--- src/rtl/uart_rto_x.sv ---
// Receive-timeout timer: counts idle bit periods after receive activity and flags
// a timeout after (CCntVal+1)*(RTOVal+1)*pOvrSmp oversample enables.
module uart_rto_x #(
  parameter int unsigned pOvrSmp = 16,
  parameter int unsigned pCCntW  = 4,
  parameter int unsigned pRTOW   = 4
) (
  input  logic              Clk,
  input  logic              Rst_n,
  input  logic              CE_OvrSmp,
  input  logic [1:0]        Mode,
  input  logic              WE_RHR,
  input  logic              RE_RHR,
  input  logic              FIFO_Empty,
  input  logic              RxBusy,
  input  logic [pCCntW-1:0] CCntVal,
  input  logic [pRTOW-1:0]  RTOVal,
  output logic              RcvTimeout,
  output logic              RTO_Pls,
  output logic              Armed
);

  localparam int unsigned    BDW      = $clog2(pOvrSmp);
  localparam logic [BDW-1:0] BDIV_PEN = BDW'(pOvrSmp - 2);

  typedef enum logic [1:0] {
    MODE_OFF     = 2'd0,
    MODE_ONESHOT = 2'd1,
    MODE_FIFO    = 2'd2,
    MODE_IDLE    = 2'd3
  } mode_e;

  logic [1:0]        r_mode;
  logic              r_armed, r_flag, r_pls;
  logic [BDW-1:0]    r_bdiv;
  logic [pCCntW-1:0] r_ccnt, r_cshd;
  logic [pRTOW-1:0]  r_rcnt, r_rshd;
  logic              r_blast, r_clast, r_rlast;

  logic              w_armed, w_flag, w_pls;
  logic [BDW-1:0]    w_bdiv;
  logic [pCCntW-1:0] w_ccnt, w_cshd, w_ccnt_inc;
  logic [pRTOW-1:0]  w_rcnt, w_rshd, w_rcnt_inc;
  logic              w_blast, w_clast, w_rlast;
  logic              w_restart, w_clrcnt, w_count, w_expire;

  // Terminal-count flags are registered one step ahead, so expiry is a plain AND.
  assign w_expire   = r_armed & CE_OvrSmp & r_blast & r_clast & r_rlast;
  assign w_ccnt_inc = r_ccnt + pCCntW'(1);
  assign w_rcnt_inc = r_rcnt + pRTOW'(1);

  always_comb begin
    w_armed   = r_armed;
    w_flag    = r_flag;
    w_pls     = 1'b0;
    w_bdiv    = r_bdiv;
    w_ccnt    = r_ccnt;
    w_rcnt    = r_rcnt;
    w_cshd    = r_cshd;
    w_rshd    = r_rshd;
    w_blast   = r_blast;
    w_clast   = r_clast;
    w_rlast   = r_rlast;
    w_restart = 1'b0;
    w_clrcnt  = 1'b0;
    w_count   = 1'b0;

    if (Mode != r_mode) begin
      w_armed  = 1'b0;
      w_flag   = 1'b0;
      w_clrcnt = 1'b1;
    end else begin
      case (mode_e'(Mode))
        MODE_ONESHOT: begin
          if (RE_RHR) begin
            w_armed  = 1'b0;
            w_flag   = 1'b0;
            w_clrcnt = 1'b1;
          end else if (WE_RHR) begin
            w_armed   = 1'b1;
            w_restart = 1'b1;
          end else if (r_armed && CE_OvrSmp) begin
            if (w_expire) begin
              w_flag  = 1'b1;
              w_pls   = 1'b1;
              w_armed = 1'b0;
            end else begin
              w_count = 1'b1;
            end
          end
        end
        MODE_FIFO: begin
          if (FIFO_Empty) begin
            w_armed  = 1'b0;
            w_flag   = 1'b0;
            w_clrcnt = 1'b1;
          end else if (RE_RHR || WE_RHR) begin
            w_armed   = 1'b1;
            w_restart = 1'b1;
            if (RE_RHR) w_flag = 1'b0;
          end else if (!r_armed && !r_flag) begin
            // A set flag marks "expired, waiting for FIFO traffic" and blocks re-arming.
            w_armed   = 1'b1;
            w_restart = 1'b1;
          end else if (r_armed && CE_OvrSmp) begin
            if (w_expire) begin
              w_flag  = 1'b1;
              w_pls   = 1'b1;
              w_armed = 1'b0;
            end else begin
              w_count = 1'b1;
            end
          end
        end
        MODE_IDLE: begin
          if (RE_RHR) w_flag = 1'b0;
          if (WE_RHR) begin
            w_armed   = 1'b1;
            w_flag    = 1'b0;
            w_restart = 1'b1;
          end else if (r_armed && RxBusy) begin
            w_clrcnt = 1'b1;
          end else if (r_armed && CE_OvrSmp) begin
            if (w_expire) begin
              w_armed = 1'b0;
              if (!RE_RHR) begin
                w_flag = 1'b1;
                w_pls  = 1'b1;
              end
            end else begin
              w_count = 1'b1;
            end
          end
        end
        default: begin
          w_armed  = 1'b0;
          w_flag   = 1'b0;
          w_clrcnt = 1'b1;
        end
      endcase
    end

    if (w_restart) begin
      w_bdiv  = '0;
      w_ccnt  = '0;
      w_rcnt  = '0;
      w_cshd  = CCntVal;
      w_rshd  = RTOVal;
      w_blast = 1'b0;
      w_clast = (CCntVal == '0);
      w_rlast = (RTOVal == '0);
    end else if (w_clrcnt) begin
      w_bdiv  = '0;
      w_ccnt  = '0;
      w_rcnt  = '0;
      w_blast = 1'b0;
      w_clast = (r_cshd == '0);
      w_rlast = (r_rshd == '0);
    end else if (w_count) begin
      w_bdiv  = r_bdiv + BDW'(1);
      w_blast = (r_bdiv == BDIV_PEN);
      if (r_blast) begin
        if (r_clast) begin
          w_ccnt  = '0;
          w_clast = (r_cshd == '0);
          w_rcnt  = w_rcnt_inc;
          w_rlast = (w_rcnt_inc == r_rshd);
        end else begin
          w_ccnt  = w_ccnt_inc;
          w_clast = (w_ccnt_inc == r_cshd);
        end
      end
    end
  end

  always_ff @(posedge Clk) begin
    if (!Rst_n) begin
      r_mode  <= '0;
      r_armed <= 1'b0;
      r_flag  <= 1'b0;
      r_pls   <= 1'b0;
      r_bdiv  <= '0;
      r_ccnt  <= '0;
      r_rcnt  <= '0;
      r_cshd  <= '0;
      r_rshd  <= '0;
      r_blast <= 1'b0;
      r_clast <= 1'b0;
      r_rlast <= 1'b0;
    end else begin
      r_mode  <= Mode;
      r_armed <= w_armed;
      r_flag  <= w_flag;
      r_pls   <= w_pls;
      r_bdiv  <= w_bdiv;
      r_ccnt  <= w_ccnt;
      r_rcnt  <= w_rcnt;
      r_cshd  <= w_cshd;
      r_rshd  <= w_rshd;
      r_blast <= w_blast;
      r_clast <= w_clast;
      r_rlast <= w_rlast;
    end
  end

  assign RcvTimeout = r_flag;
  assign RTO_Pls    = r_pls;
  assign Armed      = r_armed;

endmodule

--- config.mk ---
export PLATFORM = sky130hd
export DESIGN_NAME = uart_rto_x
export DESIGN_NICKNAME = d
export VERILOG_FILES = /design/src/rtl/uart_rto_x.sv
export SDC_FILE = /design/constraint.sdc
export NUM_CORES = 1
export LEC_CHECK = 0
export ABC_AREA = 1
export CAP_MARGIN = 20
export CORE_UTILIZATION = 45
export DETAILED_ROUTE_END_ITERATION = 7
export HOLD_SLACK_MARGIN = 0.08
export PLACE_DENSITY = 0.73
export SYNTH_ARGS = -nofsm -noshare
export SYNTH_HDL_FRONTEND = slang
export SYNTH_SLANG_ARGS = --single-unit
--- constraint.sdc ---
create_clock -name Clk -period 4.1 [get_ports Clk]
set_input_delay 0.82 -clock Clk [delete_from_list [all_inputs] [get_ports Clk]]
set_output_delay 0.82 -clock Clk [all_outputs]
set_load 0.01 [all_outputs]
==> results of run 1 <==
-- through the flow --
step / cells / power [W] / hold slack (ns) / setup slack, ns
after detailed placement: 329 / 0.000395 / 0.455 / 1.40
after global placement: 329 / 0.000394 / 0.457 / 1.46
after global routing: 333 / 0.000593 / 0.478 / 1.55
after floorplan: 266 / 0.000365 / 0.436 / 2.22
after CTS: 333 / 0.000563 / 0.469 / 1.69
final: 333 / 0.000559 / 0.467 / 1.68
-- worst paths after layout --
path	from	to	slack (ns)	depth (start not counted)
max	Mode[0]	r_bdiv[0]	1.68	9
min	r_ccnt[3]	r_ccnt[3]	0.47	2
max reg2reg	Armed	r_bdiv[0]	2.48	10
min reg2reg	r_ccnt[3]	r_ccnt[3]	0.47	2
-- logic make-up after synthesis --
group / share of synthesized area [%]
compound gates: 11.6
buf+inv: 10.5
fa+ha+maj: 2.86
flops: 32.0
simple gates: 39.6
xor+xnor: 3.43
-- flip-flops by register name, summed over array words and instances (netlist names) --
name and flops:
r_bdiv 4, r_blast 1, RTO_Pls 1, r_mode 2, Armed 1, r_ccnt 4, r_rshd 4, r_cshd 4
r_rcnt 4, RcvTimeout 1, r_rlast 1, r_clast 1
-- layer usage --
metal / GRT usage, % / up-vias
met2: 31.3 / 12
li1: - / 883
met3: 2.50 / 2
met4: 3.61 / 0
met1: 25.6 / 711
met5: 0 / -
-- layout by cell type (no fill, tap or decap), types with 2 or more instances in the layout --
| cell | count |
|---|---|
| a21oi_1 | 18 |
| clkbuf_8 | 4 |
| clkdlybuf4s50_1 | 19 |
| dfxtp_1 | 28 |
| ha_1 | 4 |
| inv_1 | 34 |
| inv_2 | 4 |
| nand2_1 | 69 |
| nand2_2 | 8 |
| nand3_1 | 21 |
| nand4_1 | 4 |
| nor2_1 | 31 |
| nor2_8 | 2 |
| nor3_1 | 3 |
| nor4_1 | 2 |
| o21ai_0 | 12 |
| o21ai_1 | 6 |
| xnor2_1 | 3 |
| xor2_1 | 2 |
-- layout make-up --
class	count	area, sq um	area share (%)
Inverter	40	153	7.54
Sequential cell	28	561	27.7
Tap cell	48	60.1	2.97
Multi-Input combinational cell	194	1000	49.7
Timing Repair Buffer	19	190	9.40
Clock buffer	4	55.1	2.72
-- tightest hold or removal path: stages, from the launching register on --
cell and delay (ns):
dfxtp_1 0.33, inv_1 0.05, a21oi_1 0.05
-- power breakdown --
part           leakage, nW  internal [W]  switching (W)
logic                0.623     0.0000420      0.0000562
registers            0.227      0.000281     0.00000915
clock network       0.0288     0.0000858      0.0000850
==> results.py, run 1 <==
metrics = {
    "placed_design": {
        "dp_hpwl_microns": 2680,
        "gp_congestion": 0.838,
        "place_area_sq_mm": 0.00197,
        "port_buffers": 19,
    },
    "clock_network": {
        "clock-root-buffer": "clkbuf_8",
        "clock_path_buffers": 2,
        "cts_tree": "done",
        "clkSinkCount": 28,
        "hold_buffers": 0,
        "post-cts-setup-buffers": 0,
        "htreeDepth": 1,
        "cts.repair.resized": 0,
        "clk_pin_slew_ns": 0.09,
        "cts_made_buffers": 3,
        "clock_latency_ns": 0.27,
    },
    "finish": {
        "final_area_sq_mm": 0.00202,
        "syn_to_final_growth_pct": 15.7,
        "fin_nets": 307,
        "utilization_pct": 54.9,
        "drive_gt1_share_pct": 9.47,
        "fillers": 385,
        "antennaDiodeCount": 0,
    },
    "power_and_ir_drop": {
        "leakage_nw": 0.879,
        "ir_drop_mv": 0.149,
        "p_per_area_mw_per_mm2": 276,
    },
    "floorplanning": {
        "io_pins": 20,
        "core-area_sq_mm": 0.00369,
        "die_h_microns": 64.3,
        "fp.dieW_microns": 64.3,
        "start_util_pct": 47.4,
        "rows": 22,
        "die_area_sq_mm": 0.00414,
    },
    "timing": {
        "finalHoldViolations": 0,
        "fin_setup_tns_ns": 0,
        "fin_crit_ns": 2.42,
        "final-max-slew-violation-count": 0,
        "skew_ns": 0.0105,
        "setup_viol": 0,
        "fmax_mhz": 414,
        "min_period_over_period_pct": 58.9,
        "rsz0062_at_grt": "no",
        "max_slew_margin_pct": 67.9,
        "worst_pin_slew_ns": 0.480,
    },
    "global_routing": {
        "grt_pass1_vias": 1488,
        "grt_max_degree": 19,
        "overflow": 0,
        "grt_util_all_layers_pct": 18.7,
        "grt_pass1_wl_microns": 6240,
        "antenna_found_initial": 0,
    },
    "flow_run": {
        "drv_cap": 0,
    },
    "route": {
        "dr_wl_met3_microns": 69,
        "drc": 0,
        "avgViaCountPerCell": 4.83,
        "drt-pass1-iter-count": 4,
        "routedWlPerCell_microns": 10.3,
        "m1WireLength_microns": 1820,
        "highest_layer": "met4",
        "met2_length_microns": 1520,
        "drtIter0Drc": 40,
        "via_count": 1608,
        "ant_nets": 0,
        "routed_wl_microns": 3420,
    },
    "setup_path": {
        "critical_path.max_fanout": 18,
        "end_kind": "flop",
        "worst_path_max_delay_cell": "clkdlybuf4s50_1",
        "critPathMaxStageDelay_ns": 0.72,
        "cp-start-kind": "input pin",
        "critical_path.top_delay_family": "simple AND/OR/NAND/NOR gates",
        "worstSetupPathType": "input pin to flop",
        "crit_top_cell": "nand2_2",
        "arrival_ns": 2.61,
        "path_cells": "clkdlybuf4s50_1 -> nor2_1 -> nand2_1 -> nand2_2 -> nand2_4 -> nand2_2 -> nor2_8 -> o21ai_1 -> a21oi_1",
        "cp.required_ns": 4.30,
        "critPathBufInv": 1,
    },
    "synth": {
        "ys_ff_latch": 28,
        "ys_seq_area_share_pct": 32.0,
        "synth_area_sq_mm": 0.00175,
        "syn_avg_cell_area_sq_um": 6.58,
        "netlist_top_cells_count": "69 x nand2_1, 34 x inv_1, 31 x nor2_1",
        "ys_types": 31,
        "ys_warn_count": 0,
        "synth_area_leaders": "dfxtp_1 32%, nand2_1 15%, inv_1 7.3%",
        "syn_inst": 266,
        "synth-edff-count": 0,
        "yosysMostFrequentCell": "nand2_1",
        "yosys.area.top_type_share_pct": 32.0,
        "synth_area_leader_cell": "dfxtp_1",
        "synth.net_count": 287,
        "async_flop_share_pct": 0,
        "synth_ff_type": "dfxtp_1",
    },
    "status": {
        "outcome": "finished, final reports clean",
    },
    "hold_path": {
        "hold_path.class": "flop to flop",
    },
}
(Power assumes the default switching activity.)
==> run 2, diff against run 1 <==
==> constraint.sdc (replaced) <==
create_clock -name Clk -period 2.24 [get_ports Clk]
set_input_delay 0.448 -clock Clk [delete_from_list [all_inputs] [get_ports Clk]]
set_output_delay 0.448 -clock Clk [all_outputs]
set_load 0.01 [all_outputs]
==> results.py, run 2 (synthesized netlist as in run 1, its figures left out) <==
metrics = {
    "finish": {
        "drive_gt1_share_pct": 10.7,
        "final_common_cell": "nand2_1",
        "final_cell_mix": "69 x nand2_1, 34 x inv_1, 31 x nor2_1",
        "utilization_pct": 56.1,
        "syn_to_final_growth_pct": 18.3,
        "instances_no_fill": 337,
        "antennaDiodeCount": 0,
        "fin_nets": 311,
        "fillers": 356,
    },
    "timing": {
        "setup_viol": 0,
        "skew_ns": 0.00893,
        "finalHoldViolations": 0,
        "fin_crit_ns": 1.96,
        "worst_pin_slew_ns": 0.378,
        "max_slew_margin_pct": 74.7,
        "min_period_over_period_pct": 87.4,
        "fin_setup_tns_ns": 0,
        "final-max-slew-violation-count": 0,
        "fmax_mhz": 511,
        "final.setup.worst_slack_ns": 0.283,
        "rsz0062_at_grt": "no",
    },
    "power_and_ir_drop": {
        "ir_drop_mv": 0.407,
        "leakage_nw": 0.907,
        "p_per_area_mw_per_mm2": 538,
    },
    "route": {
        "ant_nets": 0,
        "routedWlPerCell_microns": 10.4,
        "routed_wl_microns": 3510,
        "avgViaCountPerCell": 4.89,
        "via_count": 1647,
        "drtIter0Drc": 128,
        "drt-pass1-iter-count": 5,
        "drc": 0,
    },
    "placed_design": {
        "dp_hpwl_microns": 2750,
        "dp_cells": 333,
        "port_buffers": 19,
        "gp_congestion": 0.839,
        "dp_slack_ns": -0.00162,
    },
    "setup_path": {
        "end_kind": "flop",
        "cp.required_ns": 2.41,
        "cp-start-kind": "input pin",
        "arrival_ns": 2.13,
        "critical_path.max_fanout": 9,
        "worstSetupPathType": "input pin to flop",
    },
    "flow_run": {
        "drv_cap": 0,
    },
    "floorplanning": {
        "rows": 22,
        "die_h_microns": 64.3,
        "die_area_sq_mm": 0.00414,
        "io_pins": 20,
        "fp.dieW_microns": 64.3,
        "start_util_pct": 47.4,
        "core-area_sq_mm": 0.00369,
    },
    "global_routing": {
        "grt_pass1_vias": 1444,
        "antenna_found_initial": 0,
        "grt_max_degree": 19,
        "grt_util_all_layers_pct": 18.9,
        "overflow": 0,
        "grt_pass1_wl_microns": 6240,
    },
    "clock_network": {
        "clock-root-buffer": "clkbuf_8",
        "hold_buffers": 0,
        "htreeDepth": 1,
        "post-cts-setup-buffers": 0,
        "clock_latency_ns": 0.28,
        "clock_path_buffers": 2,
        "cts.repair.resized": 0,
        "clkSinkCount": 28,
        "cts_tree": "done",
        "clk_pin_slew_ns": 0.10,
        "cts_made_buffers": 3,
    },
    "status": {
        "outcome": "finished, final reports clean",
    },
    "hold_path": {
        "hold_path.class": "flop to flop",
    },
}
==> run 2: final cells by class <==
class / instances / area (sq um) / share of cell area (%)
tap: 48 / 60.1 / 2.90
sequential: 28 / 561 / 27.1
multi-input combinational: 194 / 1000 / 48.5
clock buffer: 3 / 41.3 / 2.00
timing repair buffer: 23 / 220 / 10.6
clock inverter: 1 / 30.0 / 1.45
inverter: 40 / 153 / 7.38
==> run 2: final timing paths <==
| path | end | slack [ns] | cells after the start | startpoint |
|---|---|---|---|---|
| setup / recovery | r_rlast | 0.28 | 10 | Mode[0] |
| hold / removal | r_ccnt[3] | 0.47 | 2 | r_ccnt[3] |
| setup reg to reg | r_rcnt[1] | 0.69 | 10 | Armed |
| hold reg to reg | r_ccnt[3] | 0.47 | 2 | r_ccnt[3] |
==> run 2: worst max-delay path: stages <==
cell	delay [ns]
clkdlybuf4s50_1	0.70
nand2_2	0.13
nor2_1	0.15
nand2_1	0.16
nand3_4	0.19
inv_1	0.07
nand3_1	0.07
nand3_1	0.07
nor2_1	0.09
nor2_1	0.05
==> run 2: metrics by stage <==
stage	total power [W]	cell area, sq um	hold WS (ns)
2_1_floorplan	0.000669	1750	0.436
3_3_place_gp	0.000726	2000	0.450
6_report	0.00111	2070	0.468
3_5_place_dp	0.000728	2000	0.452
5_1_grt	0.00117	2070	0.502
4_1_cts	0.00112	2070	0.468
==> run 2: metal layers <==
metal	track usage [%]	routed length (microns)
met1	26.1	1770
met2	29.9	1570
met3	3.93	152
met4	4.17	25
met5	0	0
==> run 2: power breakdown <==
part	total, W	switching (W)	internal [W]
logic	0.000186	0.000104	0.0000818
registers	0.000531	0.0000167	0.000514
clock network	0.000396	0.000157	0.000239
